==> src/rtl/mips_pkg.sv <==
// Shared MIPS control definitions: FSM states, opcode/funct fields, ALU op codes
// and datapath mux select values.
package mips_pkg;

  typedef enum logic [3:0] {
    S_IDLE,
    S_FETCH,
    S_DECODE,
    S_EXEC_R,
    S_WB_R,
    S_EXEC_I,
    S_WB_I,
    S_ADDR,
    S_MEM,
    S_WB_MEM,
    S_BRANCH,
    S_JUMP,
    S_TRAP
  } state_e;

  localparam logic [5:0] OP_RTYPE = 6'h00;
  localparam logic [5:0] OP_LW    = 6'h23;
  localparam logic [5:0] OP_SW    = 6'h2B;
  localparam logic [5:0] OP_BEQ   = 6'h04;
  localparam logic [5:0] OP_J     = 6'h02;
  localparam logic [5:0] OP_ADDI  = 6'h08;

  localparam logic [5:0] FN_ADD = 6'h20;
  localparam logic [5:0] FN_SUB = 6'h22;
  localparam logic [5:0] FN_AND = 6'h24;
  localparam logic [5:0] FN_OR  = 6'h25;
  localparam logic [5:0] FN_SLT = 6'h2A;

  localparam int unsigned ALU_ADD = 0;
  localparam int unsigned ALU_SUB = 1;
  localparam int unsigned ALU_AND = 2;
  localparam int unsigned ALU_OR  = 3;
  localparam int unsigned ALU_SLT = 4;

  localparam logic [1:0] PC_SRC_ALU    = 2'd0;
  localparam logic [1:0] PC_SRC_ALUOUT = 2'd1;
  localparam logic [1:0] PC_SRC_JUMP   = 2'd2;

  localparam logic [1:0] SRC_B_RT      = 2'd0;
  localparam logic [1:0] SRC_B_FOUR    = 2'd1;
  localparam logic [1:0] SRC_B_IMM     = 2'd2;
  localparam logic [1:0] SRC_B_IMM_SH2 = 2'd3;

endpackage

==> src/rtl/alu_decode.sv <==
// Combinational R-type funct decoder: funct -> ALU operation plus a valid flag.
// An unknown funct yields ADD with valid low.
module alu_decode
  import mips_pkg::*;
#(
  parameter int ALU_OP_W = 4
) (
  input  logic [5:0]          funct,
  output logic [ALU_OP_W-1:0] alu_op,
  output logic                valid
);

  always_comb begin
    alu_op = ALU_OP_W'(ALU_ADD);
    valid  = 1'b1;
    case (funct)
      FN_ADD:  alu_op = ALU_OP_W'(ALU_ADD);
      FN_SUB:  alu_op = ALU_OP_W'(ALU_SUB);
      FN_AND:  alu_op = ALU_OP_W'(ALU_AND);
      FN_OR:   alu_op = ALU_OP_W'(ALU_OR);
      FN_SLT:  alu_op = ALU_OP_W'(ALU_SLT);
      default: valid  = 1'b0;
    endcase
  end

endmodule

==> src/rtl/control_fsm.sv <==
// Multi-cycle MIPS control FSM with memory handshake, bus timeout and illegal trap.
// Optional performance counters are built when CONTROL_PERFCNT_EN is defined.
//
// state      | meaning
// S_IDLE     | reset, datapath quiet
// S_FETCH    | instruction read, IR/PC latch on ack
// S_DECODE   | opcode dispatch, branch target into ALUOut
// S_EXEC_R   | R-type ALU operation
// S_WB_R     | R-type result to rd
// S_EXEC_I   | addi ALU operation
// S_WB_I     | addi result to rt
// S_ADDR     | lw/sw effective address
// S_MEM      | data read/write, waits for ack
// S_WB_MEM   | loaded data to rt
// S_BRANCH   | beq compare and conditional PC update
// S_JUMP     | jump target to PC
// S_TRAP     | illegal instruction or bus error, held until reset
module control_fsm
  import mips_pkg::*;
#(
  parameter int ALU_OP_W    = 4,
  parameter int MEM_TIMEOUT = 16,
  parameter int TO_CNT_W    = 5
) (
  input  logic                clk,
  input  logic                reset,
  input  logic [5:0]          op_code,
  input  logic [5:0]          funct,
  input  logic                zero,
  input  logic                mem_ack,
  output logic                mem_req,
  output logic                mem_we,
  output logic                iord,
  output logic                ir_write,
  output logic                pc_write,
  output logic                pc_write_cond,
  output logic [1:0]          pc_src,
  output logic                alu_src_a,
  output logic [1:0]          alu_src_b,
  output logic [ALU_OP_W-1:0] alu_op,
  output logic                reg_dst,
  output logic                mem_to_reg,
  output logic                reg_write,
  output logic                illegal,
  output logic                bus_err,
  output logic                busy
`ifdef CONTROL_PERFCNT_EN
 ,output logic [31:0]         instr_count,
  output logic [31:0]         stall_count
`endif
);

  state_e              state_q, state_d;
  logic [TO_CNT_W-1:0] wait_cnt_q, wait_cnt_d;
  logic                is_sw_q, is_sw_d;
  logic                illegal_q, illegal_d;
  logic                bus_err_q, bus_err_d;
  logic [ALU_OP_W-1:0] dec_op;
  logic                dec_valid;

  alu_decode #(.ALU_OP_W(ALU_OP_W)) u_alu_decode (
    .funct  (funct),
    .alu_op (dec_op),
    .valid  (dec_valid)
  );

  always_comb begin
    state_d       = state_q;
    wait_cnt_d    = wait_cnt_q;
    is_sw_d       = is_sw_q;
    illegal_d     = illegal_q;
    bus_err_d     = bus_err_q;
    mem_req       = 1'b0;
    mem_we        = 1'b0;
    iord          = 1'b0;
    ir_write      = 1'b0;
    pc_write      = 1'b0;
    pc_write_cond = 1'b0;
    pc_src        = PC_SRC_ALU;
    alu_src_a     = 1'b0;
    alu_src_b     = SRC_B_RT;
    alu_op        = ALU_OP_W'(ALU_ADD);
    reg_dst       = 1'b0;
    mem_to_reg    = 1'b0;
    reg_write     = 1'b0;

    case (state_q)
      S_IDLE: state_d = S_FETCH;
      S_FETCH: begin
        mem_req   = 1'b1;
        alu_src_b = SRC_B_FOUR;
        if (mem_ack) begin
          ir_write = 1'b1;
          pc_write = 1'b1;
          state_d  = S_DECODE;
        end
      end
      S_DECODE: begin
        alu_src_b = SRC_B_IMM_SH2;
        is_sw_d   = (op_code == OP_SW);
        case (op_code)
          OP_RTYPE:     state_d = S_EXEC_R;
          OP_LW, OP_SW: state_d = S_ADDR;
          OP_BEQ:       state_d = S_BRANCH;
          OP_J:         state_d = S_JUMP;
          OP_ADDI:      state_d = S_EXEC_I;
          default: begin
            state_d   = S_TRAP;
            illegal_d = 1'b1;
          end
        endcase
      end
      S_EXEC_R: begin
        alu_src_a = 1'b1;
        alu_op    = dec_op;
        if (dec_valid) begin
          state_d = S_WB_R;
        end else begin
          state_d   = S_TRAP;
          illegal_d = 1'b1;
        end
      end
      S_WB_R: begin
        reg_dst   = 1'b1;
        reg_write = 1'b1;
        state_d   = S_FETCH;
      end
      S_EXEC_I, S_ADDR: begin
        alu_src_a = 1'b1;
        alu_src_b = SRC_B_IMM;
        state_d   = (state_q == S_ADDR) ? S_MEM : S_WB_I;
      end
      S_WB_I: begin
        reg_write = 1'b1;
        state_d   = S_FETCH;
      end
      S_MEM: begin
        mem_req = 1'b1;
        iord    = 1'b1;
        mem_we  = is_sw_q;
        if (mem_ack) state_d = is_sw_q ? S_FETCH : S_WB_MEM;
      end
      S_WB_MEM: begin
        mem_to_reg = 1'b1;
        reg_write  = 1'b1;
        state_d    = S_FETCH;
      end
      S_BRANCH: begin
        alu_src_a     = 1'b1;
        alu_op        = ALU_OP_W'(ALU_SUB);
        pc_write_cond = 1'b1;
        pc_src        = PC_SRC_ALUOUT;
        state_d       = S_FETCH;
      end
      S_JUMP: begin
        pc_write = 1'b1;
        pc_src   = PC_SRC_JUMP;
        state_d  = S_FETCH;
      end
      S_TRAP:  state_d = S_TRAP;
      default: state_d = S_IDLE;
    endcase

    // One counter serves both wait states; an ack in the limit cycle wins.
    if (mem_req && !mem_ack) begin
      if (MEM_TIMEOUT != 0 && wait_cnt_q == TO_CNT_W'(MEM_TIMEOUT - 1)) begin
        state_d    = S_TRAP;
        bus_err_d  = 1'b1;
        wait_cnt_d = '0;
      end else begin
        wait_cnt_d = wait_cnt_q + 1'b1;
      end
    end else begin
      wait_cnt_d = '0;
    end
  end

  assign illegal = illegal_q;
  assign bus_err = bus_err_q;
  assign busy    = (state_q != S_IDLE) && (state_q != S_TRAP);

`ifdef CONTROL_PERFCNT_EN
  logic [31:0] instr_count_q, instr_count_d;
  logic [31:0] stall_count_q, stall_count_d;

  always_comb begin
    instr_count_d = instr_count_q;
    stall_count_d = stall_count_q;
    if (state_q != S_TRAP) begin
      if (state_d == S_FETCH && state_q != S_IDLE && state_q != S_FETCH)
        instr_count_d = instr_count_q + 32'd1;
      if (mem_req && !mem_ack)
        stall_count_d = stall_count_q + 32'd1;
    end
  end

  assign instr_count = instr_count_q;
  assign stall_count = stall_count_q;
`endif

  always_ff @(posedge clk or negedge reset) begin
    if (!reset) begin
      state_q       <= S_IDLE;
      wait_cnt_q    <= '0;
      is_sw_q       <= 1'b0;
      illegal_q     <= 1'b0;
      bus_err_q     <= 1'b0;
`ifdef CONTROL_PERFCNT_EN
      instr_count_q <= '0;
      stall_count_q <= '0;
`endif
    end else begin
      state_q       <= state_d;
      wait_cnt_q    <= wait_cnt_d;
      is_sw_q       <= is_sw_d;
      illegal_q     <= illegal_d;
      bus_err_q     <= bus_err_d;
`ifdef CONTROL_PERFCNT_EN
      instr_count_q <= instr_count_d;
      stall_count_q <= stall_count_d;
`endif
    end
  end

endmodule

==> config.mk <==
export PLATFORM = sky130hd
export DESIGN_NAME = control_fsm
export DESIGN_NICKNAME = d
export VERILOG_FILES = /design/src/rtl/mips_pkg.sv /design/src/rtl/alu_decode.sv /design/src/rtl/control_fsm.sv
export SDC_FILE = /design/constraint.sdc
export NUM_CORES = 1
export LEC_CHECK = 0
export CAP_MARGIN = 15
export CELL_PAD_IN_SITES_DETAIL_PLACEMENT = 0
export CELL_PAD_IN_SITES_GLOBAL_PLACEMENT = 1
export CORE_MARGIN = 2
export CORE_UTILIZATION = 31
export DETAILED_ROUTE_END_ITERATION = 6
export GPL_TIMING_DRIVEN = 0
export HOLD_SLACK_MARGIN = 0.08
export PLACE_DENSITY_LB_ADDON = 0.2
export RECOVER_POWER = 50
export SKIP_LAST_GASP = 1
export SLEW_MARGIN = 15
export SYNTH_ARGS = -nofsm -noshare
export SYNTH_HDL_FRONTEND = slang
export SYNTH_HIERARCHICAL = 1
export SYNTH_SLANG_ARGS = --single-unit
==> constraint.sdc <==
create_clock -name clk -period 2.2 [get_ports clk]
set_clock_uncertainty 0.15 [all_clocks]
set_input_delay 0.22 -clock clk [delete_from_list [all_inputs] [get_ports clk]]
set_output_delay 0.22 -clock clk [all_outputs]
set_load 0.1 [all_outputs]
==> results.md <==
* Proportion of synthesized chip area in sequential cells at 0.311
* Post-synth EDFFs at 0
* Die Height at 59.8 microns
* Mapped Nets at around 130
* Post-Route WL at 2420 microns
* TritonCTS clock tree: done
* Vias at around 960
* Total number of nets in the final design at 172
* H-tree depth at 1
* Final critical-path share of the clock period at 0.989
* Crit start category: input pin
* Pin count of the biggest net entering global routing at 13
* Area taken by multi-input logic gates at 682 sq um
* WP buf/inv at 2
* Worst hold margin at about 210 ps
* Final core occ at 0.467
* Routed length per instance at about 13 microns
* Max-slew violations at 0
* Number of DRC violations after detailed-routing iteration 0 at 29
* Routability Congestion at 0.800
* Boundary Pins at 37
* Most used cells in the layout excluding fill and tap cells: 14 x clkdlybuf4s50_1, 12 x nor2_1, 12 x dfrtp_1
* Detailed-placement wirelength estimate at between 1500 and 2000 microns
* Total DRC errors in the routed layout at 0
* N_diodes at 0
* Share of cells above drive strength 1 at 0.318
* Synthesized netlist cell count at between 100 and 150
* Number of core rows at 20
* # clock sinks at 12
* Required @ worst endpoint at 1830 ps
* Register bit count reported by yosys at 12
* Die Width at about 60 microns
* Remaining max-slew budget at the tightest pin at 0.358
* Netlist area before placement at 966 sq um
* Post-CTS Hold Buffers at 0
* Vias in the first global route at 875
* Worst min-delay path category: input pin to async pin
* Count of distinct cell types in the synthesized netlist at between 40 and 50
* Setup repair after global routing missed its margin: true
* Critical path type: input pin to output pin
* Worst Setup End Kind: output pin
* # Max-Cap Violations at 0
* Crit path DAT at roughly 1800 ps
* Buffer cell driving the clock tree root: clkbuf_4
* Antenna violations before repair at 0
* Most frequent standard cell in the layout excluding fill and tap cells: clkdlybuf4s50_1
* Port bufs at 34
* Power density relative to cell area at ~1500 nW/um^2
* Global-route wire length before repair at around 3900 microns
* Initial core utilization at 0.322
* Final setup viols at 0
* Post-layout minimum cycle time at approximately 2200 ps
* Final count of hold timing violations at 0
* Status: finished clean
* Ys async rst share at 1.00
* Post-detailed-route count of antenna-violating nets at 0
* Top achievable clock speed at about 0.46 GHz
* Avg Synthesized Cell Area at around 8.3 sq um
* CP max stage delay at ~480 ps
* Clock input transition at the sequential cells of the worst setup and hold paths at approximately 70 ps
* Fillers at approximately 310
* Worst IR Drop VDD at approximately 0.00053 V
* Residual overflow from global routing at 0
* Footprint of the flip-flops and latches at roughly 300 sq um
* Least-Margin Pin Slew at 960 ps
* Clock latency reported for the late side of the worst-skew pair at 260 ps
* Die outline area at between 3000 and 4000 sq um
* Count of synthesis-stage warnings from yosys at 6
* Gate family responsible for the most delay along the worst path: buffers and inverters
* Critical path cell sequence: clkdlybuf4s50_1 > or3b_1 > a211oi_2 > nand3_1 > a21oi_2 > buf_8
* Router iterations before antenna repair at 4
* Leading register cell type out of synthesis: dfrtp_1
* Total GRT Usage at 0.143
* CTS buffer count at 3
* Layout area overhead at 45.1%
* Core footprint at around 3000 sq um
* Critical Path Fanout Max at 5
* Via count normalized by instance count at 5.11
* Critical Path Slowest Stage Cell: clkdlybuf4s50_1
* Static power due to leakage at around 0.59 nW
* Maximum number of buffers from clock root to sink at 2
==> metrics by stage <==
stage	total power, W	worst slack (ps)	cell area, sq um	TNS (ps)	std cells
floorplan	0.00166	-533	1030	-709	116
global placement	0.00200	-941	1410	-7050	183
detailed placement	0.00201	-955	1410	-7200	183
CTS	0.00212	-253	1420	-253	187
global route	0.00223	-40.6	1400	-40.6	187
finish	0.00211	24.3	1400	0	187
==> state kept, by name (all words and copies together) (netlist names) <==
name        flops
state_q         4
is_sw_q         1
wait_cnt_q      5
bus_err         1
illegal         1
==> final timing paths <==
check / end / slack, ps / from / cells past startpoint
max: alu_op[0] / 20 / funct[2] / 6
min: wait_cnt_q[1] / 210 / reset / 1
max reg2reg: is_sw_q / 620 / state_q[0] / 3
min reg2reg: wait_cnt_q[0] / 310 / wait_cnt_q[0] / 1
max in group asynchronous: state_q[2] / 1330 / reset / 1
min in group clk: wait_cnt_q[0] / 310 / wait_cnt_q[0] / 1
==> kinds of logic after synthesis <==
kind of cell             Yosys count  share of synthesized area
other                              1                    0.00388
AO/OA/AOI/OAI                     23                      0.185
flip-flops                        12                      0.311
XOR/XNOR                           4                     0.0363
multiplexers                       1                     0.0117
adder cells (fa/ha/maj)            1                     0.0130
buffers and inverters              9                     0.0492
AND/OR/NAND/NOR                   65                      0.390
==> synth_stat cells (all sizes together), types with 2 or more instances <==
cell | count | share of area
nor2 | 16 | 0.062
dfrtp | 12 | 0.31
nand2b | 7 | 0.045
nand2 | 6 | 0.023
nand3 | 6 | 0.031
nor3 | 5 | 0.026
a21boi | 4 | 0.031
and3 | 4 | 0.026
buf | 4 | 0.030
inv | 3 | 0.012
nor2b | 3 | 0.019
nor4b | 3 | 0.027
a31oi | 2 | 0.013
and2 | 2 | 0.013
clkbuf | 2 | 0.0078
o22ai | 2 | 0.013
o31ai | 2 | 0.016
or2 | 2 | 0.013
xnor2 | 2 | 0.018
xor2 | 2 | 0.018
==> per-layer routing <==
layer	share of wire	routed length, microns	track usage
met1	0.48	1150	0.193
met5	0	0	0
met2	0.45	1100	0.228
met3	0.063	152	0.0195
met4	0.0066	16	0.0571
==> where the power goes <==
group          switching, W  total, W  internal (W)
clock             0.0000682  0.000169      0.000100
sequential        0.0000389  0.000309      0.000270
combinational       0.00123   0.00163      0.000401
total               0.00134   0.00211      0.000771
==> cell type report <==
class | instances | share of cell area
multi-input cells | 95 | 0.487
plain buffers | 6 | 0.0277
inverters | 3 | 0.00804
clock buffers | 4 | 0.0259
repair buffers | 34 | 0.208
flip-flops and latches | 12 | 0.214
well taps | 33 | 0.0295
==> what timing repair did <==
action | CTS | global route
endpoints found under the setup margin | 18 | 17
pin swaps | 0 | 1
hold endpoints to repair | 0 | 0
setup buffers | 0 | 0
resized for setup | 79 | 25
(Power assumes the default switching activity.)
